<file path="config.mk">
export PLATFORM = sky130hd
export DESIGN_NAME = class_mem_scheduler
export DESIGN_NICKNAME = d
export VERILOG_FILES = /design/src/rtl/class_mem_scheduler.sv
export SDC_FILE = /design/constraint.sdc
export NUM_CORES = 1
export LEC_CHECK = 0
export CAP_MARGIN = 40
export CORE_AREA = 2 2 126 128
export DETAILED_ROUTE_END_ITERATION = 7
export DIE_AREA = 0 0 128 130
export PLACE_DENSITY = 0.59
export SETUP_SLACK_MARGIN = 0.05
export SLEW_MARGIN = 10
export SYNTH_ARGS = -nofsm -noshare
export SYNTH_HDL_FRONTEND = slang
export SYNTH_SLANG_ARGS = --single-unit
</file>
<file path="constraint.sdc">
create_clock -name i_clk -period 4.3 [get_ports i_clk]
set_input_delay 0.86 -clock i_clk [delete_from_list [all_inputs] [get_ports i_clk]]
set_output_delay 0.86 -clock i_clk [all_outputs]
set_load 0.005 [all_outputs]
</file>
<file path="src/rtl/class_mem_scheduler.sv">
// Load sequencer and address-port arbiter for the 16-bank class memory.
// Optional read fairness under write pressure: define CLASS_SCHED_RD_FAIR_EN.
module class_mem_scheduler #(
    parameter int M_SIZE     = 16,
    parameter int FTWIDTH    = 8,
    parameter int ADDR_WIDTH = 13,
    parameter int DEPTH      = 6500,
    parameter int RD_LAT     = 1,
    parameter int STARVE_LIM = 8
) (
    input  logic                        i_clk,
    input  logic                        i_rst_n,
    input  logic                        i_start,
    input  logic                        i_wr_valid,
    input  logic [FTWIDTH-1:0]          i_wr_data,
    output logic                        o_wr_ready,
    input  logic                        i_rd_valid,
    input  logic [ADDR_WIDTH-1:0]       i_rd_addr,
    output logic                        o_rd_ready,
    output logic                        o_rd_data_valid,
    output logic [M_SIZE*FTWIDTH-1:0]   o_rd_data,
    output logic                        o_rd_oob,
    output logic                        o_load_done,
    output logic [ADDR_WIDTH-1:0]       o_mem_addr,
    output logic [M_SIZE-1:0]           o_mem_we,
    output logic [FTWIDTH-1:0]          o_mem_wdata,
    input  logic [M_SIZE*FTWIDTH-1:0]   i_mem_rdata
);

    localparam int BW  = (M_SIZE > 1) ? $clog2(M_SIZE) : 1;
    localparam int SCW = $clog2(STARVE_LIM + 1);
`ifdef CLASS_SCHED_RD_FAIR_EN
    localparam bit FAIR_EN = 1'b1;
`else
    localparam bit FAIR_EN = 1'b0;
`endif

    typedef enum logic [1:0] {IDLE, LOAD, SERVE} state_t;

    state_t                r_state, w_state_nxt;
    logic [BW-1:0]         r_bank;
    logic [ADDR_WIDTH-1:0] r_row;
    logic                  r_load_done;
    logic [SCW-1:0]        r_starve;
    logic [RD_LAT-1:0]     r_vld_pipe;
    logic [RD_LAT-1:0]     r_oob_pipe;

    logic w_fair, w_wr_go, w_rd_go, w_last, w_oob;

    // A fairness grant steals exactly one cycle from the loader.
    assign w_fair  = FAIR_EN && (r_state == LOAD) && i_rd_valid &&
                     (r_starve == SCW'(STARVE_LIM));
    assign o_wr_ready = i_rst_n && (r_state == LOAD) && !w_fair;
    assign o_rd_ready = i_rst_n && ((r_state != LOAD) || !i_wr_valid || w_fair);
    assign w_wr_go = o_wr_ready && i_wr_valid;
    assign w_rd_go = o_rd_ready && i_rd_valid;
    assign w_last  = (r_bank == BW'(M_SIZE - 1)) && (r_row == ADDR_WIDTH'(DEPTH - 1));
    assign w_oob   = {1'b0, i_rd_addr} >= (ADDR_WIDTH + 1)'(DEPTH);

    assign o_mem_addr  = w_wr_go ? r_row : (w_rd_go ? i_rd_addr : '0);
    assign o_mem_we    = w_wr_go ? (M_SIZE'(1) << r_bank) : '0;
    assign o_mem_wdata = w_wr_go ? i_wr_data : '0;

    assign o_load_done     = r_load_done;
    assign o_rd_data_valid = r_vld_pipe[RD_LAT-1];
    assign o_rd_oob        = r_oob_pipe[RD_LAT-1];
    assign o_rd_data       = (r_vld_pipe[RD_LAT-1] && !r_oob_pipe[RD_LAT-1]) ? i_mem_rdata : '0;

    always_comb begin
        w_state_nxt = r_state;
        case (r_state)
            IDLE:    if (i_start) w_state_nxt = LOAD;
            LOAD:    if (w_wr_go && w_last) w_state_nxt = SERVE;
            SERVE:   if (i_start) w_state_nxt = LOAD;
            default: w_state_nxt = IDLE;
        endcase
    end

    always_ff @(posedge i_clk or negedge i_rst_n) begin
        if (!i_rst_n) begin
            r_state     <= IDLE;
            r_bank      <= '0;
            r_row       <= '0;
            r_load_done <= 1'b0;
        end else begin
            r_state <= w_state_nxt;
            if (r_state != LOAD && i_start) begin
                r_bank      <= '0;
                r_row       <= '0;
                r_load_done <= 1'b0;
            end else if (w_wr_go) begin
                if (r_bank == BW'(M_SIZE - 1)) begin
                    r_bank <= '0;
                    r_row  <= r_row + 1'b1;
                end else begin
                    r_bank <= r_bank + 1'b1;
                end
                if (w_last) r_load_done <= 1'b1;
            end
        end
    end

    always_ff @(posedge i_clk or negedge i_rst_n) begin
        if (!i_rst_n) begin
            r_starve <= '0;
        end else if (!FAIR_EN || !i_rd_valid || w_fair) begin
            r_starve <= '0;
        end else if (w_wr_go) begin
            r_starve <= r_starve + 1'b1;
        end
    end

    // Read-return tracker: one slot per cycle of memory latency.
    always_ff @(posedge i_clk or negedge i_rst_n) begin
        if (!i_rst_n) begin
            r_vld_pipe <= '0;
            r_oob_pipe <= '0;
        end else begin
            r_vld_pipe[0] <= w_rd_go;
            r_oob_pipe[0] <= w_rd_go && w_oob;
            for (int i = 1; i < RD_LAT; i++) begin
                r_vld_pipe[i] <= r_vld_pipe[i-1];
                r_oob_pipe[i] <= r_oob_pipe[i-1];
            end
        end
    end

endmodule

</file>
==> results of run 1 <==
==> per-layer routing <==
layer | track usage [%] | up-vias | wire length [um]
met1 | 24.8 | 1617 | 7390
met5 | 0 | - | 13
met2 | 30.1 | 169 | 7700
li1 | - | 1630 | -
met4 | 2.26 | 2 | 155
met3 | 7.05 | 14 | 1720
==> layout make-up <==
cell class                      count  area share [%]
Timing Repair Buffer              331            54.9
Multi-Input combinational cell    257            29.9
Sequential cell                    22            9.15
Tap cell                          192            3.99
Clock buffer                        4            1.48
Inverter                            7           0.437
Antenna cell                        2          0.0832
==> sequential cells by signal, indices dropped and copies added, names as in the netlist <==
name,count
o_rd_data_valid,1
o_load_done,1
r_bank,4
o_rd_oob,1
r_row,13
r_state,2
==> report_power, final <==
group          internal [uW]  switching [uW]  total, uW
combinational            262             140        403
sequential               225            43.1        268
clock                    142            71.2        213
total                    629             255        883
==> cell families after synthesis <==
| kind of cell | count (synthesis) |
|---|---|
| simple gates | 212 |
| buf+inv | 29 |
| compound gates | 25 |
| flops | 22 |
| xor+xnor | 7 |
| fa+ha+maj | 7 |
| mux | 6 |
==> per-stage QoR <==
step                cells  utilization (%)  hold slack [ns]
global placement      809             38.4            0.478
floorplan             308                -            0.468
global route          813             39.0            0.532
CTS                   813             39.0            0.498
finish                815             39.0            0.492
detailed placement    809             38.4            0.485
==> worst max-delay path by stage <==
stage	startpoint	end	slack (ns)	cells past startpoint
after floorplan	i_rst_n	o_mem_addr[10]	1.85	5
after global placement	i_wr_valid	o_mem_we[9]	0.64	5
after detailed placement	i_rst_n	o_mem_addr[3]	0.59	6
after CTS	i_rst_n	o_mem_addr[3]	0.57	6
after global routing	i_rst_n	o_mem_addr[3]	0.50	6
final	i_rst_n	o_mem_addr[3]	0.59	6
==> cell usage in the layout, fill, tap and decap left out, types with 3 or more instances in the layout <==
master,n
nand3_1,3
nor3_1,4
and2_1,144
nor4_4,5
ha_1,7
and3_1,12
nand2_1,17
dfrtp_1,22
clkbuf_16,3
a22o_1,13
nor2_1,14
xnor2_1,7
mux2i_1,6
inv_1,7
buf_4,7
clkdlybuf4s50_1,323
==> results.cfg, run 1 <==
[status]
status = completed

[drt]
drt_wl_total_um = 17000
vias = 3432
antenna_left = 0
first_pass_iters = 6
wl_per_cell_um = 20.8
drc = 0
drt_iter0_markers = 137
vias_per_cell = 4.21

[timing]
timing.final.crit_share_pct = 86.2
setup_violations = 0
grt_setup_unrepaired = no
clock.fmax_ghz = 0.270
fin_crit_ns = 3.71
hold_viol = 0
setup_tns_ns = 0
slew_violations = 0
setup_ws_ns = 0.593
worstMarginPinSlew_ns = 0.827
slew_headroom_pct = 44.8
skew_ns = 0.00151

[worst_setup_path]
timing.rr.end = r_row[9]
reg2reg_depth = 5
r2r_setup_slack_ns = 2.55
crit_buf_inv = 3
cpMaxStageDelayCell = clkdlybuf4s50_1
arrival_ns = 2.85
cp-end-kind = output pin
timing.rr.start = r_bank[1]
crit_family = buffers and inverters
cp_data_required_time_ns = 3.44
slowest_delay_ns = 0.53
cp-start-kind = input pin
critical_path.cell_chain = clkdlybuf4s50_1 > a21boi_1 > and2_1 > buf_4 > a22o_1 > clkdlybuf4s50_1
path_max_fanout = 10
path_class = input pin to output pin
critPathMostFrequentCell = clkdlybuf4s50_1

[synthesis]
synth-simple-area-share_pct = 55.9
synth_top_family_by_area = simple AND/OR/NAND/NOR gates
synthMuxAreaShare_pct = 2.43
synthesis.nets = 469
yosys_register_bits = 22
synth_compound_area_share_pct = 8.15
yosys.area.top_type_share_pct = 36.5
syn_inst = 308
syn-cell-area_um2 = 2470
seq_area_frac_synth_pct = 22.3
synth_common_cells = and2_1 (144), dfrtp_1 (22), clkbuf_1 (17), nand2_1 (17), nor2_1 (14)
synth-edff-count = 0
yosysMostFrequentCell = and2_1
synthArstFlopShare_pct = 100
synth_xor_area_share_pct = 2.48
synth.avg_cell_area_um2 = 8.02
yosysUniqueCellTypes = 37
ys_warn_count = 0
yosysTopAreaCell = and2_1
synthTopCellsByArea = and2_1 (36%), dfrtp_1 (22%), a22o_1 (4.6%)
synthFlopType = dfrtp_1
synth_fa_ha_area_share_pct = 3.54

[grt]
grt_max_degree = 54
antenna_found_initial = 2
grt_pass1_vias = 3425
grt_usage_pct = 18.8
grt_pass1_wl_um = 23100
grt-ovfl-total = 0

[clock_tree]
numCtsBuffers = 3
cts.sink_count = 22
clk_pin_slew_worst_paths_ns = 0.06
clock_path_buffers = 2
htreeDepth = 1
cts_hold_buffers = 0
cts_resized = 0
insertion_delay_ns = 0.25
cts_setup_buffers = 0
cts_tree = built
cts_root_buffer = clkbuf_16

[cells_and_area]
drive_gt1_share_pct = 3.70
area_delta_synth_final_pct = 143
final_nets = 783
design_area_um2 = 6020
fill_cells = 1583
multiInputGateArea_um2 = 1800
seq_area_um2 = 551

[die]
die-area_um2 = 16600
initial_core_util_pct = 16.0
die_height_um = 130
rows = 46
num_io_pins = 324
die_w_um = 128
core-area_um2 = 15400

[pwr]
total_power_uw = 883
irDropWorstVdd_mv = 0.149
power-per-cell-area_nw_per_um2 = 147
p_leak_uw = 0.00245

[min_path]
worst_hold_path.num_cells = 1
worstHoldPathType = register to register
hold-path-endpoint = o_load_done
min_from = o_load_done

[placement]
place_area_um2 = 5920
io_buffers = 323
globalplace.congestion = 0.928
dp_slack_ns = 0.593
dpl.hpwl_um = 14400

[run]
maxCapViolCount = 0
Note: power is estimated with default switching activity, not from simulation.
==> run 2, diff against run 1 <==
- ABC_CLOCK_PERIOD_IN_PS: default -> 4300
==> results of run 2 <==
No change in the layout: final DEF, timing and power equal those of run 1.
